==> config.mk <==
export PLATFORM = sky130hd
export DESIGN_NAME = pc_fetch
export DESIGN_NICKNAME = d
export VERILOG_FILES = /design/src/rtl/pc_fetch_pkg.sv /design/src/rtl/fetch_wait_timer.sv /design/src/rtl/pc_fetch.sv
export SDC_FILE = /design/constraint.sdc
export NUM_CORES = 1
export LEC_CHECK = 0
export BUFFER_PORTS_ARGS = -buffer_cell sky130_fd_sc_hd__clkbuf_2
export CAP_MARGIN = 20
export CORE_ASPECT_RATIO = 0.75
export CORE_MARGIN = 10
export CORE_UTILIZATION = 28
export CTS_CLUSTER_DIAMETER = 50
export CTS_CLUSTER_SIZE = 24
export DETAILED_ROUTE_END_ITERATION = 10
export HOLD_SLACK_MARGIN = 0.15
export PLACE_DENSITY = 0.5
export SETUP_SLACK_MARGIN = 0.4
export SLEW_MARGIN = 20
export SYNTH_ARGS = -nofsm -noshare
export SYNTH_HDL_FRONTEND = slang
export SYNTH_SLANG_ARGS = --single-unit
==> constraint.sdc <==
create_clock -name clk -period 2.9 [get_ports clk]
set_input_delay 0.87 -clock clk [delete_from_list [all_inputs] [get_ports clk]]
set_output_delay 0.87 -clock clk [all_outputs]
set_load 0.05 [all_outputs]
==> src/rtl/pc_fetch_pkg.sv <==
// Shared types and constants for the fetch unit.
// Holds the FSM state enum and address geometry.
package pc_fetch_pkg;

  localparam int ADDR_W = 32;
  localparam int WAIT_W = 4;
  localparam logic [ADDR_W-1:0] PC_STEP = 32'd4;

  typedef enum logic [2:0] {
    ST_RST,
    ST_REQ,
    ST_HOLD,
    ST_DROP,
    ST_FAULT
  } state_t;

endpackage

==> src/rtl/fetch_wait_timer.sv <==
// Counts consecutive unacknowledged fetch cycles.
// Flags expiry on the MAX_WAIT-th such cycle.
module fetch_wait_timer
  import pc_fetch_pkg::*;
#(
  parameter int MAX_WAIT = 15
) (
  input  logic clk,
  input  logic reset,
  input  logic en,
  input  logic clear,
  output logic expired
);

  localparam logic [WAIT_W-1:0] LIMIT =
    WAIT_W'(MAX_WAIT - 1);

  logic [WAIT_W-1:0] cnt;

  assign expired = en && !clear && (cnt == LIMIT);

  // wait counter: clear wins over count
  always_ff @(posedge clk) begin
    if (!reset) begin
      cnt <= '0;
    end else if (clear) begin
      cnt <= '0;
    end else if (en) begin
      cnt <= cnt + 1'b1;
    end
  end

endmodule

==> src/rtl/pc_fetch.sv <==
// Instruction fetch PC sequencer and imem handshake.
// Optional fetch timeout: define PC_FETCH_TIMEOUT_EN.
module pc_fetch
  import pc_fetch_pkg::*;
#(
  parameter logic [ADDR_W-1:0] RESET_PC = 32'h0000_0000,
  parameter int MAX_WAIT = 15
) (
  input  logic              clk,
  input  logic              reset,
  input  logic              stall,
  input  logic              redirect_valid,
  input  logic [ADDR_W-1:0] redirect_target,
  input  logic              imem_ack,
  output logic              imem_req,
  output logic [ADDR_W-1:0] imem_addr,
  output logic [ADDR_W-1:0] pc_out,
  output logic [ADDR_W-1:0] pc_4_out,
  output logic              if_id_write,
  output logic              if_flush,
  output logic              fault
);

  if (MAX_WAIT < 1 || MAX_WAIT > 15) begin : g_bad_max_wait
    $error("pc_fetch: MAX_WAIT must be 1..15");
  end

  state_t            state_q, state_d;
  logic [ADDR_W-1:0] pc_q, pc_d;
  logic [ADDR_W-1:0] hold_q, hold_d;
  logic [ADDR_W-1:0] out_pc_d, out_pc4_d;
  logic              write_d, flush_d;
  logic [ADDR_W-1:0] target;
  logic              timeout;

  assign target    = redirect_target & ~32'h3;
  assign imem_req  = (state_q == ST_REQ);
  assign imem_addr = pc_q;

`ifdef PC_FETCH_TIMEOUT_EN
  logic waiting;
  logic tmr_en;
  logic tmr_clr;

  assign waiting = (state_q == ST_REQ) ||
                   (state_q == ST_DROP);
  assign tmr_en  = waiting && !imem_ack;
  assign tmr_clr = !waiting || imem_ack ||
                   redirect_valid;

  fetch_wait_timer #(
    .MAX_WAIT (MAX_WAIT)
  ) u_timer (
    .clk     (clk),
    .reset   (reset),
    .en      (tmr_en),
    .clear   (tmr_clr),
    .expired (timeout)
  );

  assign fault = (state_q == ST_FAULT);
`else
  assign timeout = 1'b0;
  assign fault   = 1'b0;
`endif

  // next-state, next-PC and IF/ID strobe decode
  always_comb begin
    state_d   = state_q;
    pc_d      = pc_q;
    hold_d    = hold_q;
    out_pc_d  = pc_out;
    out_pc4_d = pc_4_out;
    write_d   = 1'b0;
    flush_d   = 1'b0;
    unique case (state_q)
      ST_RST: begin
        state_d = ST_REQ;
      end
      ST_REQ: begin
        if (redirect_valid) begin
          pc_d    = target;
          flush_d = 1'b1;
          state_d = imem_ack ? ST_REQ : ST_DROP;
        end else if (imem_ack && !stall) begin
          out_pc_d  = pc_q;
          out_pc4_d = pc_q + PC_STEP;
          write_d   = 1'b1;
          pc_d      = pc_q + PC_STEP;
        end else if (imem_ack) begin
          hold_d  = pc_q;
          pc_d    = pc_q + PC_STEP;
          state_d = ST_HOLD;
        end else if (timeout) begin
          state_d = ST_FAULT;
        end
      end
      ST_HOLD: begin
        if (redirect_valid) begin
          pc_d    = target;
          flush_d = 1'b1;
          state_d = ST_REQ;
        end else if (!stall) begin
          out_pc_d  = hold_q;
          out_pc4_d = hold_q + PC_STEP;
          write_d   = 1'b1;
          state_d   = ST_REQ;
        end
      end
      ST_DROP: begin
        if (redirect_valid) begin
          pc_d = target;
        end
        if (imem_ack) begin
          state_d = ST_REQ;
        end else if (timeout) begin
          state_d = ST_FAULT;
        end
      end
      ST_FAULT: begin
        state_d = ST_FAULT;
      end
      default: begin
        state_d = ST_RST;
      end
    endcase
  end

  // state and output registers
  always_ff @(posedge clk) begin
    if (!reset) begin
      state_q     <= ST_RST;
      pc_q        <= RESET_PC;
      hold_q      <= '0;
      pc_out      <= '0;
      pc_4_out    <= '0;
      if_id_write <= 1'b0;
      if_flush    <= 1'b0;
    end else begin
      state_q     <= state_d;
      pc_q        <= pc_d;
      hold_q      <= hold_d;
      pc_out      <= out_pc_d;
      pc_4_out    <= out_pc4_d;
      if_id_write <= write_d;
      if_flush    <= flush_d;
    end
  end

endmodule

==> reports/metrics.cfg <==
[run_status]
outcome=complete, no violations

[die]
io_pins=137
die_x_um=200
start_util=0.284
fp-row-count=49
die_h_um=155
coreArea_um2=23900
die-area_um2=30900

[drt]
via_count=7061
wire_per_inst_um=20.1
routed_wirelength_mm=26.8
drc=0
viasPerCell=5.30
drt-initial-drc-count=631
drt-pass1-iter-count=5
ant_nets=0

[timing]
setup_slack_ns=0.465
slew_headroom=0.479
rsz0062_at_grt=false
fin_crit_ns=2.43
fin_crit_sh=0.840
hold_viol_final=0
setup_viol=0
fin_setup_tns_ns=0
clock_skew_ns=0.0129
whs_ns=0.460
tightest_slew_ns=0.779
fmax_mhz=411
drv_slew=0

[clock_tree]
h-tree-depth=4
numCtsBuffers=17
cts_tree=built
cts_hold_buffers=0
cts_max_path_buffers=2
clk_latency_ns=0.43
cts.sinks=125
path_clk_slew_ns=0.06
clockRootBuffer=clkbuf_16

[power_and_ir_drop]
switchingPower_mw=1.43
leakagePower_nw=3.52
pwr-share-seq=0.403
power_mw=4.56
power_density_nw_per_um2=536
p_int_mw=3.14
switching_share=0.312
ir_drop_v=0.000415
clock_power_share=0.449
combPwrFrac=0.148

[critical_path]
critical_path_arrival_ns=1.56
r2r_end=pc_4_out[19]
r2r_setup_slack_ns=0.54
start_kind=register
cp.required_ns=2.03
reg2reg_depth=5
critPathCaptureType=primary output
crit_fanout=8
worstReg2RegStart=imem_addr[14]
path_class=reg2out

[hold_path]
min_path_cells=2
hold_end=pc_4_out[14]
hp-class=reg2reg
min-delay-start=pc_4_out[14]

[placement]
post-place-ws_ns=0.0328
io_buffers=127
dp_hpwl_mm=20.2
gp_congestion=0.847
placed_area_um2=7920
dp.cells=1297

[logic_synthesis]
postSynth.asyncResetShare=0
ys_seq_elements=125
synthTopCellsByCount=199 x nand2_1, 125 x dfxtp_1, 62 x a21oi_1, 61 x clkbuf_1, 53 x nand3_1
synth_seq_area_share=0.369
synth_top_area_frac=0.369
synth_most_common_cell=nand2_1
synth_cells=895
synthTopCellsByArea=dfxtp_1 37%, nand2_1 11%, o211a_1 4.7%, a21oi_1 4.6%, nand3_1 3.9%
synth_top_cell_by_area=dfxtp_1
yosysWarnings=0
syn_area_um2=6780
synth_cell_types=56
syn-mean-instance-area_um2=7.58
synth-edff-count=0
ys.flop_type=dfxtp_1

[final_layout]
syn2layout_area_growth_pct=25.6
fin_nets=1052
design_area_um2=8520
insertedDiodeCount=0
stdcell_count=1332
postLayoutCoreUtil=0.356
drive_above_1_share=0.220

[global_routing]
grt_pass1_vias=6445
grt-ovfl-total=0
grt_max_degree=49
grt_pass1_wl_mm=41.1
grt_use_total=0.172
antenna_found_initial=0

[run]
cap_violations=0

==> sequential cells by signal, indices dropped and copies added, names as in the netlist <==
name / count
hold_q: 30
if_flush: 1
pc_4_out: 30
pc_out: 30
imem_addr: 30
if_id_write: 1
state_q: 3
==> layer usage <==
metal	track usage	wire, µm	vias to the layer above	part of all wire
met3	0.0564	2810	10	0.10
met5	0	0	-	0
met2	0.216	10300	289	0.38
met1	0.269	13600	3331	0.51
met4	0.0338	171	0	0.0064
li1	-	-	3431	-
==> power groups by stage <==
stage,registers [mW],clock network [mW],logic (mW)
after floorplan,2.02,0,0.294
after global placement,1.87,0,0.669
after detailed placement,1.87,0,0.668
after CTS,1.84,2.10,0.671
after global routing,1.85,2.18,0.721
final,1.84,2.05,0.675
==> layout by cell type, fill, tap and decap left out, drive strengths merged, types with 4 or more instances in the layout <==
| cell type | n |
|---|---|
| a21boi | 10 |
| a21o | 11 |
| a21oi | 63 |
| a31oi | 6 |
| and2 | 7 |
| and3 | 7 |
| and4 | 8 |
| buf | 56 |
| clkbuf | 146 |
| clkinvlp | 4 |
| conb | 7 |
| dfxtp | 125 |
| inv | 22 |
| mux2i | 7 |
| nand2 | 199 |
| nand3 | 53 |
| nand3b | 5 |
| nand4 | 24 |
| nor2 | 20 |
| nor2b | 4 |
| nor3 | 21 |
| nor4 | 18 |
| o211a | 32 |
| o211ai | 27 |
| o21a | 6 |
| o21ai | 46 |
| o22ai | 6 |
| o31a | 11 |
| or3 | 6 |
| xnor2 | 18 |
| xor2 | 20 |
==> cells by family after synthesis <==
kind of cell | share of synthesized area
AO/OA/AOI/OAI | 0.236
other | 0.000553
flip-flops | 0.369
XOR/XNOR | 0.0491
adder cells (fa/ha/maj) | 0.00369
multiplexers | 0.0120
AND/OR/NAND/NOR | 0.265
buffers and inverters | 0.0646
==> layout make-up <==
type                            count  area [µm²]
Inverter                           15        56.3
Clock buffer                       20         467
Multi-Input combinational cell    672        3910
Timing Repair Buffer              182        1100
Clock inverter                     12         100
Tap cell                          306         383
Fill cell                        2585       15400
Sequential cell                   125        2500
==> critical path, cell delays in order (launching register included) <==
cell and delay, ns:
dfxtp_1 0.47, nor3b_2 0.34, buf_2 0.33
==> worst max path at each step <==
stage | startpoint | end | slack, ns | cells after the start
3_5_place_dp | imem_ack | pc_4_out[24] | 0.03 | 6
4_1_cts | imem_addr[2] | imem_addr[25] | 0.41 | 5
6_report | state_q[0] | imem_req | 0.47 | 2
3_3_place_gp | imem_ack | pc_4_out[29] | 0.02 | 6
2_1_floorplan | imem_addr[2] | imem_addr[30] | 0.46 | 8
5_1_grt | state_q[0] | imem_req | 0.42 | 2
==> timing repair <==
action,in CTS,in global routing
setup buffers,0,3
resized for setup,0,5
hold endpoints to repair,0,0
endpoints found under the setup margin,0,26
Note: power is estimated with default switching activity, not from simulation.
